==> config.mk <==
export PLATFORM = sky130hd
export DESIGN_NAME = fc8_vram_arbiter
export DESIGN_NICKNAME = d
export VERILOG_FILES = /design/src/rtl/fc8_vram_arbiter.sv
export SDC_FILE = /design/constraint.sdc
export NUM_CORES = 1
export LEC_CHECK = 0
export CORE_MARGIN = 5
export CORE_UTILIZATION = 30
export CTS_BUF_LIST = sky130_fd_sc_hd__clkbuf_2 sky130_fd_sc_hd__clkbuf_4 sky130_fd_sc_hd__clkbuf_8
export CTS_CLUSTER_SIZE = 24
export DETAILED_ROUTE_END_ITERATION = 16
export GPL_ROUTABILITY_DRIVEN = 0
export PLACE_DENSITY_LB_ADDON = 0.2
export SYNTH_ARGS = -nofsm -noshare
export SYNTH_HDL_FRONTEND = slang
export SYNTH_SLANG_ARGS = --single-unit
==> constraint.sdc <==
create_clock -name master_clk -period 3.1 [get_ports master_clk]
set_input_delay 0.93 -clock master_clk [delete_from_list [all_inputs] [get_ports master_clk]]
set_output_delay 0.93 -clock master_clk [all_outputs]
set_load 0.01 [all_outputs]
==> src/rtl/fc8_vram_arbiter.sv <==
// Fixed-priority VRAM arbiter: graphics fetcher first, CPU promoted after a bounded wait.
// Optional statistics counters are enabled with FC8_VRAM_ARB_STATS_EN.
module fc8_vram_arbiter #(
   parameter int ADDR_W       = 16,
   parameter int DATA_W       = 8,
   parameter int CPU_MAX_WAIT = 8
) (
   input  logic              master_clk,
   input  logic              master_rst_n,
   input  logic              gfx_req,
   input  logic [ADDR_W-1:0] gfx_addr,
   output logic              gfx_ack,
   output logic [DATA_W-1:0] gfx_rdata,
   output logic              gfx_rdata_valid,
   input  logic              cpu_req,
   input  logic              cpu_we,
   input  logic [ADDR_W-1:0] cpu_addr,
   input  logic [DATA_W-1:0] cpu_wdata,
   output logic              cpu_ack,
   output logic [DATA_W-1:0] cpu_rdata,
   output logic              cpu_rdata_valid,
   output logic              vram_en,
   output logic              vram_we,
   output logic [ADDR_W-1:0] vram_addr,
   output logic [DATA_W-1:0] vram_wdata,
   input  logic [DATA_W-1:0] vram_rdata
`ifdef FC8_VRAM_ARB_STATS_EN
   ,
   output logic [15:0]       stat_cpu_stall,
   output logic [15:0]       stat_gfx_grants
`endif
);

   typedef enum logic [1:0] {
      OWN_NONE = 2'd0,
      OWN_GFX  = 2'd1,
      OWN_CPU  = 2'd2
   } owner_e;

   localparam logic [7:0] MAX_WAIT = 8'(CPU_MAX_WAIT);

   logic [7:0]        wait_cnt_q, wait_cnt_d;
   logic              vram_en_q, vram_en_d;
   logic              vram_we_q, vram_we_d;
   logic [ADDR_W-1:0] vram_addr_q, vram_addr_d;
   logic [DATA_W-1:0] vram_wdata_q, vram_wdata_d;
   owner_e            own1_q, own1_d;
   owner_e            own2_q, own2_d;
   logic [DATA_W-1:0] gfx_rdata_q, gfx_rdata_d;
   logic [DATA_W-1:0] cpu_rdata_q, cpu_rdata_d;
   logic              gfx_valid_q, gfx_valid_d;
   logic              cpu_valid_q, cpu_valid_d;
   logic              starve;

   // Grant decision: graphics by default, CPU when idle graphics or starved
   always_comb begin
      starve  = (wait_cnt_q >= MAX_WAIT);
      cpu_ack = cpu_req & (~gfx_req | starve);
      gfx_ack = gfx_req & ~cpu_ack;
   end

   always_comb begin
      wait_cnt_d   = wait_cnt_q;
      vram_en_d    = gfx_ack | cpu_ack;
      vram_we_d    = cpu_ack & cpu_we;
      vram_addr_d  = vram_addr_q;
      vram_wdata_d = vram_wdata_q;
      own1_d       = OWN_NONE;
      own2_d       = own1_q;
      gfx_rdata_d  = gfx_rdata_q;
      cpu_rdata_d  = cpu_rdata_q;
      gfx_valid_d  = (own2_q == OWN_GFX);
      cpu_valid_d  = (own2_q == OWN_CPU);

      if (cpu_ack || !cpu_req) begin
         wait_cnt_d = 8'd0;
      end else if (wait_cnt_q != 8'hFF) begin
         wait_cnt_d = wait_cnt_q + 8'd1;
      end

      if (cpu_ack) begin
         vram_addr_d  = cpu_addr;
         vram_wdata_d = cpu_wdata;
         own1_d       = cpu_we ? OWN_NONE : OWN_CPU;
      end else if (gfx_ack) begin
         vram_addr_d  = gfx_addr;
         vram_wdata_d = '0;
         own1_d       = OWN_GFX;
      end

      // Synchronous VRAM data lines up with the second pipeline slot
      if (own2_q == OWN_GFX) gfx_rdata_d = vram_rdata;
      if (own2_q == OWN_CPU) cpu_rdata_d = vram_rdata;
   end

   always_ff @(posedge master_clk or negedge master_rst_n) begin
      if (!master_rst_n) begin
         wait_cnt_q   <= 8'd0;
         vram_en_q    <= 1'b0;
         vram_we_q    <= 1'b0;
         vram_addr_q  <= '0;
         vram_wdata_q <= '0;
         own1_q       <= OWN_NONE;
         own2_q       <= OWN_NONE;
         gfx_rdata_q  <= '0;
         cpu_rdata_q  <= '0;
         gfx_valid_q  <= 1'b0;
         cpu_valid_q  <= 1'b0;
      end else begin
         wait_cnt_q   <= wait_cnt_d;
         vram_en_q    <= vram_en_d;
         vram_we_q    <= vram_we_d;
         vram_addr_q  <= vram_addr_d;
         vram_wdata_q <= vram_wdata_d;
         own1_q       <= own1_d;
         own2_q       <= own2_d;
         gfx_rdata_q  <= gfx_rdata_d;
         cpu_rdata_q  <= cpu_rdata_d;
         gfx_valid_q  <= gfx_valid_d;
         cpu_valid_q  <= cpu_valid_d;
      end
   end

   assign vram_en         = vram_en_q;
   assign vram_we         = vram_we_q;
   assign vram_addr       = vram_addr_q;
   assign vram_wdata      = vram_wdata_q;
   assign gfx_rdata       = gfx_rdata_q;
   assign cpu_rdata       = cpu_rdata_q;
   assign gfx_rdata_valid = gfx_valid_q;
   assign cpu_rdata_valid = cpu_valid_q;

`ifdef FC8_VRAM_ARB_STATS_EN
   logic [15:0] stat_cpu_stall_q, stat_cpu_stall_d;
   logic [15:0] stat_gfx_grants_q, stat_gfx_grants_d;

   always_comb begin
      stat_cpu_stall_d  = stat_cpu_stall_q;
      stat_gfx_grants_d = stat_gfx_grants_q;
      if (cpu_req && !cpu_ack && stat_cpu_stall_q != 16'hFFFF)
         stat_cpu_stall_d = stat_cpu_stall_q + 16'd1;
      if (gfx_ack && stat_gfx_grants_q != 16'hFFFF)
         stat_gfx_grants_d = stat_gfx_grants_q + 16'd1;
   end

   always_ff @(posedge master_clk or negedge master_rst_n) begin
      if (!master_rst_n) begin
         stat_cpu_stall_q  <= 16'd0;
         stat_gfx_grants_q <= 16'd0;
      end else begin
         stat_cpu_stall_q  <= stat_cpu_stall_d;
         stat_gfx_grants_q <= stat_gfx_grants_d;
      end
   end

   assign stat_cpu_stall  = stat_cpu_stall_q;
   assign stat_gfx_grants = stat_gfx_grants_q;
`endif

endmodule

Yosys cells after proc, flatten, opt, wreduce, memory -nomap -nowiden --
Index checks and enable logic that the tools add are counted.
Storage, ports and cells: register bits after elaboration 56, input bits 53, word-level logic and storage cells 36, output and inout port bits 46
Cells by class: order comparisons 1, add/sub/neg operators 1, bitwise gates (word level) 7, equality and inequality tests 3, mux-type cells 9, reduce and logical (&&, ||, !) cells 4
Operator list (number):
- $mux W16 | 2
- $mux W8 | 4
- $add A8 B1 Y8 const B | 1
- $ge A8 B4 Y1 const B | 1
- $ne A8 B8 Y1 const B | 1
- $mux W2 | 2
- $reduce_bool A2 Y1 | 2
- $and A1 B1 Y1 | 3
- $eq A2 B1 Y1 const B | 1
- $eq A2 B2 Y1 const B | 1
- $not A1 Y1 | 2
- $or A1 B1 Y1 | 2
- $logic_not A1 Y1 | 1
- $logic_or A1 B1 Y1 | 1
- $mux W1 | 1

Depth between registers and ports, before layout --
depth in word-level cells 7, gate-level depth with buffers 5, gate-level depth less buffers 4

Worst setup path after synthesis --
No wires, ideal clock.
kind input -> output, start point input port gfx_req, end point output port gfx_ack, stages 5, data arrival time 1718 ps, required time 2170 ps, path buffers 2, slack 452 ps, cell sequence nor4b_4 -> a21bo_1 -> buf_6 -> buf_12 -> and2_2
On the way: longest elaborated chain between the ends 5
Ends and longest elaborated chain:
- from (decl) | line 10 | input logic gfx_req,
- $not A1 Y1 | line 58 | cpu_ack = cpu_req & (~gfx_req | starve);
- $or A1 B1 Y1 | line 58
- $and A1 B1 Y1 | line 58
- $not A1 Y1 | line 59 | gfx_ack = gfx_req & ~cpu_ack;
- $and A1 B1 Y1 * | line 59
- to (decl) | line 12 | output logic gfx_ack,
Mark *: on every way between the ends. The rest lies on a longest branch, timed or not.

Worst setup path in the final report --
start point input port cpu_req, end point output port cpu_ack
On the way: longest elaborated chain between the ends 1
Ends and longest elaborated chain:
- from (decl) | line 15 | input logic cpu_req,
- $and A1 B1 Y1 | line 58
- to (decl) | line 19 | output logic cpu_ack,
No other way between the ends.

==> summary.txt <==
Logic synthesis
  – Post-Synthesis Cells: 149
  – Cell taking the most area after synthesis: dfrtp_1
  – Yosys reg bits: 56
  – Yosys warning count: 0
  – Distinct cells, synth: 28
  – Synth Cell Area: 2310 um^2
  – Syn Area/Cell: 15.5 um^2
  – Synth area leaders: dfrtp_1 61%, mux2_2 20%, mux2_4 4.6%, a32o_1 3.5%, ha_1 1.1%
  – Top-area cell type share of the netlist area: 60.7%
  – Seq/Total Area, Yosys: 60.7%

Floorplanning
  – Ports: 99
  – Row count: 32
  – Die area: 9550 um^2
  – Die Span Y: 97.7 um
  – Initial core utilization: 30.4%
  – Core area: 7610 um^2
  – Die X-Extent: 97.7 um

Pwr
  – Sw frac: 24.1%
  – Pwr Total: 1.66 mW
  – Leak: 1.51 nW
  – Logic pwr share: 24.6%
  – P_int: 1.26 mW
  – Pwr Density: 469 nW/um^2
  – Clk pwr share: 24.5%
  – Worst VDD drop: 0.174 mV
  – Seq pwr share: 50.9%
  – Switching power: 0.400 mW

Clock tree
  – CTS max path bufs: 2
  – H-tree depth: 2
  – Total CTS buffers: 5
  – Clk Latency, worst-skew pair: 0.30 ns
  – Clock-pin transition on the worst setup and hold timing paths: 0.10 ns
  – Root buf cell: clkbuf_8
  – CTS tree: yes
  – Clock Sinks: 56

Timing
  – Minimum clock period: 2.95 ns
  – Max Clk Rate: 339 MHz
  – RSZ-0062 raised after global routing: false
  – Final setup violation count: 0
  – Slew @ Worst Pin: 0.810 ns
  – Slew Viols, Final: 0
  – Rel. slew slack: 45.9%
  – Fin crit share: 95.1%
  – Worst Clk Skew: 0.00455 ns
  – Final Hold Vio Count: 0

Final layout
  – Diode count: 0
  – Post-route cell area: 3530 um^2
  – Commonest cells after routing, fill and taps aside: 94 x clkdlybuf4s50_1, 56 x dfrtp_1, 41 x mux2_2, 8 x a32o_1
  – Multi-input logic area: 838 um^2
  – Share of cells above drive strength 1: 27.8%
  – Commonest non-fill, non-tap cell in the layout: clkdlybuf4s50_1
  – Register Area: 1400 um^2
  – P&R area growth vs syn: 52.8%
  – Fin nets: 313
  – Layout fillers: 717

Global routing
  – Gr usage total: 11.4%
  – Initial antenna violation count: 0
  – Pin count of the biggest net entering global routing: 30
  – Global-route wire length before repair: 8800 um
  – Vias in the first global route: 1,816
  – GRT overflow: 0

Routing
  – DR vias: 1,603
  – Post-Route WL: 5180 um
  – DR vias/cell: 4.44
  – DRC violation total after the first TritonRoute iteration: 30
  – WL/cell: 14.3 um
  – Residual DRC: 0
  – Number of iterations in the first detailed-routing pass: 4
  – Post-route ant nets: 0

Worst setup path
  – Crit path DAT: 2.02 ns
  – WS Path Type: input port to primary output
  – Setup crit start kind: input port
  – Crit Path Max Fanout: 3
  – CP required: 2.17 ns
  – Crit end category: primary output
  – Cell count of the worst reg-to-reg path: 4

Min path
  – Worst hold-check path type: flip-flop to flip-flop
  – Hold path depth: 0

Outcome
  – Status: completed

Job
  – Max_cap viols: 0

Placed design
  – Buffers on Ports: 98
  – Detailed placer's ending HPWL: 3920 um
  – Placed Instance Area: 3430 um^2
## state kept, by name, indices dropped and copies added (netlist names)
name and cells:
vram_en 1, cpu_rdata_valid 1, vram_wdata 8, own2_q 2, vram_addr 16, gfx_rdata 8
gfx_rdata_valid 1, wait_cnt_q 8, own1_q 2, cpu_rdata 8, vram_we 1
## worst max-delay path, cell delays in order
cell and delay [ns]:
clkdlybuf4s50_1 0.47, a21bo_1 0.22, buf_4 0.14, inv_1 0.05, clkdlybuf4s15_2 0.21
## path summary, 6_finish.rpt
kind,to,slack (ns),from
hold / removal,own2_q[1],0.36,own1_q[1]
hold reg to reg,own2_q[1],0.36,own1_q[1]
max in group asynchronous,vram_addr[8],1.86,master_rst_n
min in group asynchronous,cpu_rdata[4],0.65,master_rst_n
setup reg to reg,vram_addr[5],1.50,wait_cnt_q[7]
setup / recovery,cpu_ack,0.15,cpu_req
## area by class of cell
type / count / share of cell area, %
Inverter: 6 / 0.638
Tap cell: 102 / 3.62
Clock buffer: 7 / 2.38
Timing Repair Buffer: 106 / 29.7
Multi-Input combinational cell: 83 / 23.8
Clock inverter: 1 / 0.248
Sequential cell: 56 / 39.7
## synthesized netlist by cell type
cell       n
nand4_1    1
and2_1     1
nor2b_1    1
and4_2     1
nor2_1     5
nand4b_2   1
a21oi_1    2
and2_2     1
nand3_1    1
a21bo_1    1
conb_1     1
buf_2      1
nor4b_4    1
inv_1      6
clkbuf_1   2
nand2b_1   1
buf_4      2
mux2_4     7
a32o_1     8
a211oi_1   1
mux2_2    41
buf_12     1
nor2_2     1
buf_6      1
and3_1     1
a31oi_1    1
ha_1       2
dfrtp_1   56
## layer usage
layer,wire length [um],global-route usage [%],share of wire [%],up-vias
li1,-,-,-,743
met1,2230,14.3,43,781
met2,2320,17.7,45,72
met3,580,5.93,11,7
met4,43,2.24,0.83,0
met5,0,0,0,-
## repair_timing
| item | 4_1_cts | 5_1_grt |
|---|---|---|
| setup endpoints to repair | 2 | 2 |
| hold buffers | 0 | 0 |
| resized for setup | 7 | 1 |
| buffers inserted | 1 | 0 |
| gates cloned | 0 | 0 |
| pin swaps | 1 | 0 |
## power by group through the flow
| stage | logic, mW | clock network, mW | registers [mW] |
|---|---|---|---|
| after global placement | 0.413 | 0 | 0.859 |
| after CTS | 0.417 | 0.435 | 0.845 |
| after floorplan | 0.125 | 0 | 0.893 |
| after global routing | 0.439 | 0.464 | 0.854 |
| after detailed placement | 0.416 | 0 | 0.859 |
| final | 0.407 | 0.406 | 0.843 |
## metrics by stage
| stage | setup TNS [ns] | util, % | hold WS (ns) | cells | worst slack, ns |
|---|---|---|---|---|---|
| 6_report | 0 | 46.4 | 0.360 | 361 | 0.152 |
| 3_5_place_dp | -0.609 | 45.1 | 0.335 | 352 | -0.348 |
| 2_1_floorplan | 0 | - | 0.331 | 152 | 0.452 |
| 4_1_cts | 0 | 46.4 | 0.361 | 361 | 0.00348 |
| 3_3_place_gp | -0.565 | 45.1 | 0.336 | 352 | -0.312 |
| 5_1_grt | 0 | 46.4 | 0.377 | 361 | 0.0881 |
## cells by family after synthesis
logic type               Yosys count  share of synthesized area, %
flip-flops                        56                          60.7
multiplexers                      48                          24.5
AND/OR/NAND/NOR                   16                          5.09
AO/OA/AOI/OAI                     13                          4.93
buffers and inverters             13                          3.52
adder cells (fa/ha/maj)            2                          1.08
other                              1                         0.162
Note: power is estimated with default switching activity, not from simulation.
